==> src/rtl/router_merge_arb_if.sv <==
// Handshake bundle for router_merge_arb. Two 4-phase requesters (A, B) are merged
// onto one 4-phase output channel. The counter and source flag ride along.
interface router_merge_arb_if #(
   parameter int unsigned WIDTH = 11,
   parameter int unsigned CNT_W = 8
);
   logic             a_req;
   logic [WIDTH-1:0] a_data;
   logic             a_ack;
   logic             b_req;
   logic [WIDTH-1:0] b_data;
   logic             b_ack;
   logic             o_req;
   logic [WIDTH-1:0] o_data;
   logic             o_ack;
   logic             o_src;
   logic [CNT_W-1:0] pkt_cnt;

   // Arbiter side.
   modport slave (
      input  a_req, a_data, b_req, b_data, o_ack,
      output a_ack, b_ack, o_req, o_data, o_src, pkt_cnt
   );

   // Requesters and downstream side.
   modport master (
      output a_req, a_data, b_req, b_data, o_ack,
      input  a_ack, b_ack, o_req, o_data, o_src, pkt_cnt
   );
endinterface

==> src/rtl/router_merge_arb.sv <==
// Two-input 4-phase merge arbiter. It alternates on contention, forwards one packet
// at a time to a shared 4-phase output and counts completed transfers.
module router_merge_arb #(
   parameter int unsigned WIDTH = 11,
   parameter int unsigned CNT_W = 8
) (
   input  logic              clk,
   input  logic              reset,
   router_merge_arb_if.slave io_bus
);
   typedef enum logic [1:0] {StIdle, StOutReq, StOutRtz, StInAck} state_e;

   state_e           r_state, w_state_d;
   logic             r_last_grant, w_last_grant_d;  // 1 = B was served last
   logic             r_src, w_src_d;
   logic [WIDTH-1:0] r_data, w_data_d;
   logic [CNT_W-1:0] r_cnt, w_cnt_d;
   logic             r_o_req, w_o_req_d;
   logic             r_a_ack, w_a_ack_d;
   logic             r_b_ack, w_b_ack_d;
   logic             w_sel;
   logic             w_sel_req;

   // On contention the requester not served last wins.
   assign w_sel     = (io_bus.a_req && io_bus.b_req) ? ~r_last_grant : io_bus.b_req;
   assign w_sel_req = r_src ? io_bus.b_req : io_bus.a_req;

   always_ff @(posedge clk or negedge reset) begin
      if (!reset) begin
         r_state      <= StIdle;
         r_last_grant <= 1'b1;
         r_src        <= 1'b0;
         r_data       <= '0;
         r_cnt        <= '0;
         r_o_req      <= 1'b0;
         r_a_ack      <= 1'b0;
         r_b_ack      <= 1'b0;
      end else begin
         r_state      <= w_state_d;
         r_last_grant <= w_last_grant_d;
         r_src        <= w_src_d;
         r_data       <= w_data_d;
         r_cnt        <= w_cnt_d;
         r_o_req      <= w_o_req_d;
         r_a_ack      <= w_a_ack_d;
         r_b_ack      <= w_b_ack_d;
      end
   end

   always_comb begin
      w_state_d      = r_state;
      w_last_grant_d = r_last_grant;
      w_src_d        = r_src;
      w_data_d       = r_data;
      w_cnt_d        = r_cnt;
      unique case (r_state)
         StIdle: begin
            if (io_bus.a_req || io_bus.b_req) begin
               w_state_d = StOutReq;
               w_src_d   = w_sel;
               w_data_d  = w_sel ? io_bus.b_data : io_bus.a_data;
            end
         end
         StOutReq: begin
            if (io_bus.o_ack) w_state_d = StOutRtz;
         end
         StOutRtz: begin
            if (!io_bus.o_ack) w_state_d = StInAck;
         end
         StInAck: begin
            if (!w_sel_req) begin
               w_state_d      = StIdle;
               w_last_grant_d = r_src;
               w_cnt_d        = r_cnt + 1'b1;
            end
         end
         default: w_state_d = StIdle;
      endcase
   end

   // Outputs are decoded from the next state so they leave flops directly.
   always_comb begin
      w_o_req_d = (w_state_d == StOutReq);
      w_a_ack_d = (w_state_d == StInAck) && !w_src_d;
      w_b_ack_d = (w_state_d == StInAck) &&  w_src_d;
   end

   assign io_bus.o_req   = r_o_req;
   assign io_bus.a_ack   = r_a_ack;
   assign io_bus.b_ack   = r_b_ack;
   assign io_bus.o_data  = r_data;
   assign io_bus.o_src   = r_src;
   assign io_bus.pkt_cnt = r_cnt;
endmodule

==> src/flat_wrapper.sv <==
// flat-port wrapper written by rule: the top's interface ports become plain ports
module router_merge_arb_flat 
#(
   parameter int unsigned WIDTH = 11,
   parameter int unsigned CNT_W = 8
)
  (clk, reset, io_bus_a_req, io_bus_a_data, io_bus_b_req, io_bus_b_data, io_bus_o_ack, io_bus_a_ack, io_bus_b_ack, io_bus_o_req, io_bus_o_data, io_bus_o_src, io_bus_pkt_cnt);
  router_merge_arb_if #(.WIDTH(WIDTH), .CNT_W(CNT_W)) io_bus_i ();
  input  logic clk;
  input  logic reset;
  input wire logic [$bits(io_bus_i.a_req)-1:0] io_bus_a_req;
  input wire logic [$bits(io_bus_i.a_data)-1:0] io_bus_a_data;
  input wire logic [$bits(io_bus_i.b_req)-1:0] io_bus_b_req;
  input wire logic [$bits(io_bus_i.b_data)-1:0] io_bus_b_data;
  input wire logic [$bits(io_bus_i.o_ack)-1:0] io_bus_o_ack;
  output wire logic [$bits(io_bus_i.a_ack)-1:0] io_bus_a_ack;
  output wire logic [$bits(io_bus_i.b_ack)-1:0] io_bus_b_ack;
  output wire logic [$bits(io_bus_i.o_req)-1:0] io_bus_o_req;
  output wire logic [$bits(io_bus_i.o_data)-1:0] io_bus_o_data;
  output wire logic [$bits(io_bus_i.o_src)-1:0] io_bus_o_src;
  output wire logic [$bits(io_bus_i.pkt_cnt)-1:0] io_bus_pkt_cnt;
  assign io_bus_i.a_req = io_bus_a_req;
  assign io_bus_i.a_data = io_bus_a_data;
  assign io_bus_i.b_req = io_bus_b_req;
  assign io_bus_i.b_data = io_bus_b_data;
  assign io_bus_i.o_ack = io_bus_o_ack;
  assign io_bus_a_ack = io_bus_i.a_ack;
  assign io_bus_b_ack = io_bus_i.b_ack;
  assign io_bus_o_req = io_bus_i.o_req;
  assign io_bus_o_data = io_bus_i.o_data;
  assign io_bus_o_src = io_bus_i.o_src;
  assign io_bus_pkt_cnt = io_bus_i.pkt_cnt;
  router_merge_arb #(.WIDTH(WIDTH), .CNT_W(CNT_W)) u_core (.clk(clk), .reset(reset), .io_bus(io_bus_i));
endmodule
==> config.mk <==
export PLATFORM = sky130hd
export DESIGN_NAME = router_merge_arb_flat
export DESIGN_NICKNAME = d
export VERILOG_FILES = /design/src/rtl/router_merge_arb_if.sv /design/src/rtl/router_merge_arb.sv /design/src/flat_wrapper.sv
export SDC_FILE = /design/constraint.sdc
export NUM_CORES = 1
export LEC_CHECK = 0
export ABC_CLOCK_PERIOD_IN_PS = 4600
export CAP_MARGIN = 20
export CORE_ASPECT_RATIO = 0.6
export CORE_MARGIN = 5
export CORE_UTILIZATION = 34
export CTS_CLUSTER_SIZE = 28
export DETAILED_ROUTE_END_ITERATION = 6
export PLACE_DENSITY = 0.72
export SKIP_CTS_REPAIR_TIMING = 1
export SYNTH_ARGS = -nofsm -noshare
export SYNTH_HDL_FRONTEND = slang
export SYNTH_SLANG_ARGS = --single-unit
==> constraint.sdc <==
create_clock -name clk -period 4.6 [get_ports clk]
set_input_delay 0.69 -clock clk [delete_from_list [all_inputs] [get_ports clk]]
set_output_delay 0.69 -clock clk [all_outputs]
set_load 0.05 [all_outputs]
======== Yosys cells after proc, flatten, opt, wreduce, memory -nomap -nowiden ========
Index checks and enable logic that the tools add are counted.
W data, S select, Z words.
word-level totals
  bits in registers ....................... 26
  word-level logic and storage cells ...... 34
operators by class
  add/sub/neg operators ................... 1
  equal/unequal tests ..................... 5
  mux-type cells .......................... 10
  bitwise logic cells ..................... 2
  reduce and logical (&&, ||, !) cells .... 8
operators with widths
  cell                   count
  $mux W11               1
  $add A8 B1 Y8 const B  1
  $mux W2                4
  $pmux W2 S4            1
  $eq A2 B2 Y1 const B   3
  $eq A2 B1 Y1 const B   2
  $mux W1                4
  $reduce_and A2 Y1      2
  $logic_and A1 B1 Y1    3
  $logic_not A2 Y1       1
  $not A1 Y1             2
  $logic_not A1 Y1       1
  $logic_or A1 B1 Y1     1

======== Depth between registers and ports, before layout ========
Gate-level depths: netlist of the first run.
  word-level depth ........................ 6
  gate-level depth with buffers ........... 5
  mapped depth without buffers ............ 4

======== Worst setup path after synthesis of the first run ========
Ideal clock, no wire load.
  path kind ............................... reg2reg
  from .................................... register u_core.r_src (netlist: u_core.io_bus.o_src)
  to ...................................... register u_core.r_cnt[7] (netlist: u_core.io_bus.pkt_cnt[7])
  setup time .............................. 139 ps
  data arrival time ....................... 1702 ps
  slack ................................... 2758 ps
  cell stages (with the launch flop) ...... 4
  path buffers ............................ 0
  period minus slack after synthesis ...... 1842 ps
  path through ............................ dfrtp_1 mux2_4 or4b_4 xnor2_2
between the ends
  word-level cells in the longest chain between the ends .. 3
RTL lines
  element                      RTL line                RTL
  start: declaration           router_merge_arb.sv:15  logic r_src, w_src_d;
  start signal: assignment     router_merge_arb.sv:41  r_src <= w_src_d;
  $mux W1                      router_merge_arb.sv:26  assign w_sel_req = r_src ? io_bus.b_req : io_bus.a_req;
  $not A1 Y1 (no line)         n/a
  $reduce_and A2 Y1 (no line)  n/a
  end signal: assignment       router_merge_arb.sv:43  r_cnt <= w_cnt_d;
  end: declaration             router_merge_arb.sv:17  logic [CNT_W-1:0] r_cnt, w_cnt_d;
Every way passes these cells.
A chain may end at the register's enable or synchronous reset.

======== Final worst setup path of the first run ========
  from .................................... input io_bus_b_req
  to ...................................... register u_core.r_data[4] (netlist: u_core.io_bus.o_data[4])
between the ends
  word-level cells in the longest chain between the ends .. 3
RTL lines
  element                 RTL line                RTL
  start: declaration      flat_wrapper.sv:13      input wire logic [$bits(io_bus_i.b_req)-1:0] io_bus_b_req;
  $logic_and A1 B1 Y1     router_merge_arb.sv:25  assign w_sel = (io_bus.a_req && io_bus.b_req) ? ~r_last_grant : io_bus.b_req;
  $mux W1                 router_merge_arb.sv:25
  $mux W11                router_merge_arb.sv:61  w_data_d = w_sel ? io_bus.b_data : io_bus.a_data;
  end signal: assignment  router_merge_arb.sv:42  r_data <= w_data_d;
  end: declaration        router_merge_arb.sv:16  logic [WIDTH-1:0] r_data, w_data_d;
Parallel ways exist; a longest one is shown, timed or not.

==> results.py, run 1 <==
metrics = {
    "detailed_routing": {
        "ant_nets": 0,
        "via_per_inst": 4.79,
        "vias": 944,
        "drt_pre_antenna_iters": 4,
        "routed_wl_mm": 3.00,
        "drc_errors": 0,
        "wire_per_inst_um": 15.2,
        "drtIter0Drc": 25,
    },
    "power": {
        "ir_worst_vdd_v": 0.000345,
        "p_leak_nw": 0.776,
        "powerDensity_nw_per_um2": 725,
    },
    "setup_path": {
        "worstSetupStartpoint": "io_bus_b_req",
        "crit_arrival_ns": 2.79,
        "r2r_start": "u_core.r_last_grant$_DFFE_PN1P_",
        "crit_type": "in -> reg",
        "start_kind": "primary input",
        "crit_fanout": 11,
        "critical_path_required_ns": 4.75,
        "end_kind": "flop",
    },
    "final_layout": {
        "fin_util_pct": 51.5,
        "drive_above_1_share_pct": 22.0,
        "syn_to_final_growth_pct": 48.8,
        "final_common_cell": "clkdlybuf4s50_1",
        "antenna_cells": 0,
        "final_cell_mix": "clkdlybuf4s50_1, dfrtp_1, mux2_2",
        "nets": 179,
    },
    "logic_synthesis": {
        "synth_cells": 99,
        "syn_nets": 127,
        "ys_warn_count": 0,
        "synth_seq_cells": 26,
        "ys_seq_area_share_pct": 52.4,
        "synthArstFlopShare_pct": 100,
        "synth_edf_count": 0,
        "avgSynthCellArea_sq_um": 12.6,
        "syn-cell-area_sq_um": 1240,
        "yosys.cell_types.count": 29,
        "synth_flop_cell": "dfrtp_1",
    },
    "timing": {
        "finalCriticalPeriod_ns": 2.64,
        "rsz0062_at_grt": "no",
        "setup_viol": 0,
        "slew_headroom_pct": 32.6,
        "tightestPinTransition_ns": 1.01,
        "final_hold_viol_count": 0,
        "finalSetupTns_ns": 0,
        "fin_crit_sh_pct": 57.3,
        "slew_viol_final": 0,
        "skew_ns": 0.00309,
        "fmax_mhz": 379,
    },
    "hold_path": {
        "hold_path_startpoint": "u_core.io_bus.pkt_cnt[5]$_DFFE_PN0P_",
        "min_path_type": "reg -> reg",
    },
    "floorplan": {
        "std_cell_rows": 17,
        "dieArea_sq_um": 5010,
        "io_pins": 50,
        "initial_core_util_pct": 34.6,
        "die_h_um": 56.9,
        "core-area_sq_um": 3590,
        "die_w_um": 88.1,
    },
    "status": {
        "status": "completed",
    },
    "placement": {
        "dpl.hpwl_mm": 2.38,
        "io_buffers": 49,
        "gp_congestion": 0.715,
    },
    "grt": {
        "grt_overflow": 0,
        "grt_first_pass_wirelength_mm": 4.93,
        "grtUsageTotal_pct": 12.6,
        "antenna_found_initial": 0,
        "grt_pass1_vias": 933,
        "grt_start_max_net_pins": 16,
    },
    "clock_tree": {
        "clockBufferDepth": 2,
        "clkLatencyLatePin_ns": 0.27,
        "cts_tree": "yes",
        "h-tree-depth": 1,
        "cts-buffers-inserted": 3,
        "cts.root.buffer_cell": "clkbuf_8",
        "clk_pin_slew_ns": 0.08,
        "cts_sinks": 26,
    },
    "flow_run": {
        "cap_violations": 0,
    },
}
-- worst paths after layout --
| path | cells past startpoint | slack, ns | end |
|---|---|---|---|
| setup / recovery | 4 | 1.96 | u_core.io_bus.o_data[4]$_DFFE_PN0P_ |
| hold / removal | 1 | 0.49 | u_core.io_bus.pkt_cnt[5]$_DFFE_PN0P_ |
| setup reg to reg | 3 | 2.62 | u_core.io_bus.o_data[4]$_DFFE_PN0P_ |
| hold reg to reg | 1 | 0.49 | u_core.io_bus.pkt_cnt[5]$_DFFE_PN0P_ |
| max in group asynchronous | 2 | 3.21 | u_core.io_bus.pkt_cnt[5]$_DFFE_PN0P_ |
| min in group asynchronous | 1 | 0.86 | u_core.io_bus.o_data[5]$_DFFE_PN0P_ |
-- cell families (layout without fill, tap and decap cells) --
family	Yosys count	after routing	share of synthesized area (%)
multiplexers	25	25	22.8
XOR/XNOR	7	7	5.53
adder cells (fa/ha/maj)	2	2	1.81
buffers and inverters	7	58	2.52
AO/OA/AOI/OAI	9	9	3.92
flip-flops	26	26	52.4
AND/OR/NAND/NOR	23	23	11.0
-- area by class of cell --
type / instances / area [sq um]
fill: 305 / 1740
sequential: 26 / 652
clock buffer: 4 / 55.1
timing repair buffer: 51 / 513
inverter: 3 / 11.3
multi-input combinational: 66 / 561
tap: 47 / 58.8
-- power by group --
group	switching, W	internal (W)
Combinational	0.000471	0.000299
Clock	0.0000684	0.0000765
Sequential	0.0000933	0.000335
-- registers in the layout (all words and copies together), names as in the netlist --
name	cells
u_core.r_state	2
u_core.io_bus.pkt_cnt	8
u_core.io_bus.o_src	1
u_core.io_bus.b_ack	1
u_core.io_bus.o_data	11
u_core.r_last_grant	1
u_core.io_bus.a_ack	1
u_core.io_bus.o_req	1
-- Yosys cell counts, types with 2 or more instances --
master     n  area (sq um)
xor2_1     3          26.3
a21oi_1    3          15.0
nand2b_1   2          12.5
nor2_1     3          11.3
nand3_1    3          15.0
o21ai_0    4          20.0
buf_2      4          20.0
inv_1      3          11.3
nor3_1     2          10.0
nand2_1    5          18.8
mux2_2    22           248
dfrtp_1   25           626
and4_1     2          17.5
xnor2_1    3          26.3
-- metrics by stage --
stage | total power, W | cells | hold slack [ns] | instance area [sq um] | worst slack, ns
2_1_floorplan | 0.000938 | 99 | 0.394 | 1240 | 2.76
6_report | 0.00134 | 197 | 0.493 | 1850 | 1.96
5_1_grt | 0.00142 | 197 | 0.511 | 1850 | 1.86
3_3_place_gp | 0.00118 | 191 | 0.478 | 1770 | 1.72
4_1_cts | 0.00135 | 196 | 0.503 | 1840 | 1.96
3_5_place_dp | 0.00120 | 192 | 0.489 | 1790 | 1.67
-- metal layers --
layer,vias up,global-route usage (%),share of wire [%]
met1,466,17.5,46
li1,447,-,-
met3,2,3.52,5.8
met5,-,0,0
met4,0,2.59,0.83
met2,29,19.7,48
-- critical path: stages --
cell	delay, ns
clkdlybuf4s50_1	0.57
a21boi_1	0.84
mux2_2	0.42
mux2_2	0.26
(Power assumes the default switching activity.)
==> run 2, diff against run 1 <==
ABC_CLOCK_PERIOD_IN_PS = 2400   (was 4600)
PLACE_DENSITY = 0.75   (was 0.72)
clock period = 2.4 ns   (was 4.6 ns; I/O delays follow)
==> results.py, run 2 (synthesis gave the netlist of run 1 again) <==
metrics = {
    "status": {
        "status": "completed",
    },
    "timing": {
        "fmax_mhz": 517,
        "rsz0062_at_grt": "no",
        "fin_crit_sh_pct": 80.6,
        "slew_viol_final": 0,
        "skew_ns": 0.00611,
        "final_hold_viol_count": 0,
        "setup_viol": 0,
        "slew_headroom_pct": 65.8,
        "finalCriticalPeriod_ns": 1.93,
        "postLayoutSetupSlackWorst_ns": 0.465,
        "tightestPinTransition_ns": 0.512,
        "finalSetupTns_ns": 0,
    },
    "clock_tree": {
        "clk_pin_slew_ns": 0.09,
        "clockBufferDepth": 2,
        "cts.root.buffer_cell": "clkbuf_8",
        "cts_sinks": 26,
        "cts-buffers-inserted": 3,
        "h-tree-depth": 1,
        "clkLatencyLatePin_ns": 0.27,
        "cts_tree": "yes",
    },
    "detailed_routing": {
        "vias": 944,
        "routed_wl_mm": 2.88,
        "via_per_inst": 4.74,
        "wire_per_inst_um": 14.5,
        "drt_pre_antenna_iters": 6,
        "drtIter0Drc": 52,
        "drc_errors": 0,
        "ant_nets": 0,
    },
    "final_layout": {
        "largest_register_ffs": 11,
        "syn_to_final_growth_pct": 50.7,
        "drive_above_1_share_pct": 23.0,
        "antenna_cells": 0,
        "final_cell_mix": "clkdlybuf4s50_1, dfrtp_1, mux2_2",
        "final_common_cell": "clkdlybuf4s50_1",
        "nets": 181,
    },
    "setup_path": {
        "crit_chain": "clkdlybuf4s50_1",
        "r2r_start": "u_core.io_bus.o_src$_DFF_PN0_",
        "crit_buf_inv": 1,
        "r2r_setup_slack_ns": 0.81,
        "crit_fanout": 5,
        "cp_top_family": "buffers and inverters",
        "timing.rr.end": "u_core.io_bus.pkt_cnt[7]$_DFFE_PN0P_",
        "start_kind": "flop",
        "reg2regPathDepth": 3,
        "end_kind": "output port",
        "crit_arrival_ns": 1.57,
        "cp_slowest_stage_delay_ns": 0.84,
        "crit_type": "reg -> out",
        "slowest_stage": "clkdlybuf4s50_1",
        "critical_path_required_ns": 2.04,
    },
    "power": {
        "p_leak_nw": 0.791,
        "ir_worst_vdd_v": 0.000614,
        "fin_total_pwr_w": 0.00267,
        "powerDensity_nw_per_um2": 1420,
    },
    "grt": {
        "grt_start_max_net_pins": 27,
        "grtUsageTotal_pct": 12.5,
        "grt_first_pass_wirelength_mm": 4.84,
        "antenna_found_initial": 0,
        "grt_pass1_vias": 983,
        "grt_overflow": 0,
    },
    "floorplan": {
        "die_h_um": 56.9,
        "initial_core_util_pct": 34.6,
        "io_pins": 50,
        "core-area_sq_um": 3590,
        "dieArea_sq_um": 5010,
        "die_w_um": 88.1,
        "std_cell_rows": 17,
    },
    "placement": {
        "dpl.hpwl_mm": 2.28,
        "io_buffers": 49,
        "gp_congestion": 0.705,
        "pre_cts_ws_ns": 0.275,
    },
    "hold_path": {
        "min_path_type": "in -> async",
    },
    "flow_run": {
        "cap_violations": 0,
    },
}
-- run 2: changes by cell type in the layout (fill, tap and decap cells not counted), sizes merged --
cell / change
clkbuf: -1
buf: +2
bufinv: +1
-- run 2: power by group --
group	leakage, nW	internal, W	switching [W]
Clock	0.0357	0.000223	0.000137
Sequential	0.313	0.000641	0.000178
Combinational	0.442	0.000581	0.000907
-- run 2: area by class of cell --
| type | count | area (sq um) |
|---|---|---|
| fillers | 325 | 1720 |
| multi-input cells | 66 | 561 |
| inverters | 3 | 11.3 |
| clock inverters | 1 | 30.0 |
| well taps | 47 | 58.8 |
| clock buffers | 3 | 41.3 |
| flip-flops and latches | 26 | 652 |
| repair buffers | 53 | 520 |
-- run 2: layer usage --
layer | vias up | part of all wire [%] | global-route usage, %
met3 | 5 | 6.7 | 3.08
met5 | - | 0 | 0
met2 | 23 | 49 | 20.7
li1 | 457 | - | -
met4 | 0 | 1.7 | 5.17
met1 | 459 | 42 | 15.4
-- run 2: worst max path at each step --
stage	startpoint	end	cells past startpoint
4_1_cts	u_core.io_bus.pkt_cnt[2]$_DFFE_PN0P_	io_bus_pkt_cnt[2]	1
3_3_place_gp	io_bus_b_req	u_core.io_bus.o_data[1]$_DFFE_PN0P_	5
3_5_place_dp	io_bus_b_req	u_core.io_bus.o_data[6]$_DFFE_PN0P_	5
2_1_floorplan	u_core.io_bus.o_src$_DFF_PN0_	u_core.io_bus.pkt_cnt[7]$_DFFE_PN0P_	3
6_report	u_core.io_bus.o_src$_DFF_PN0_	io_bus_o_src	1
5_1_grt	u_core.io_bus.o_src$_DFF_PN0_	io_bus_o_src	1
-- run 2: through the flow --
step           std cells  utilization [%]  cell area, sq um  hold slack (ns)
6_report             199             52.1              1870            0.449
5_1_grt              199             52.1              1870            0.480
4_1_cts              199             52.1              1870            0.457
3_5_place_dp         195             50.2              1800            0.485
3_3_place_gp         195             50.2              1800            0.477
2_1_floorplan         99                -              1240           0.0644
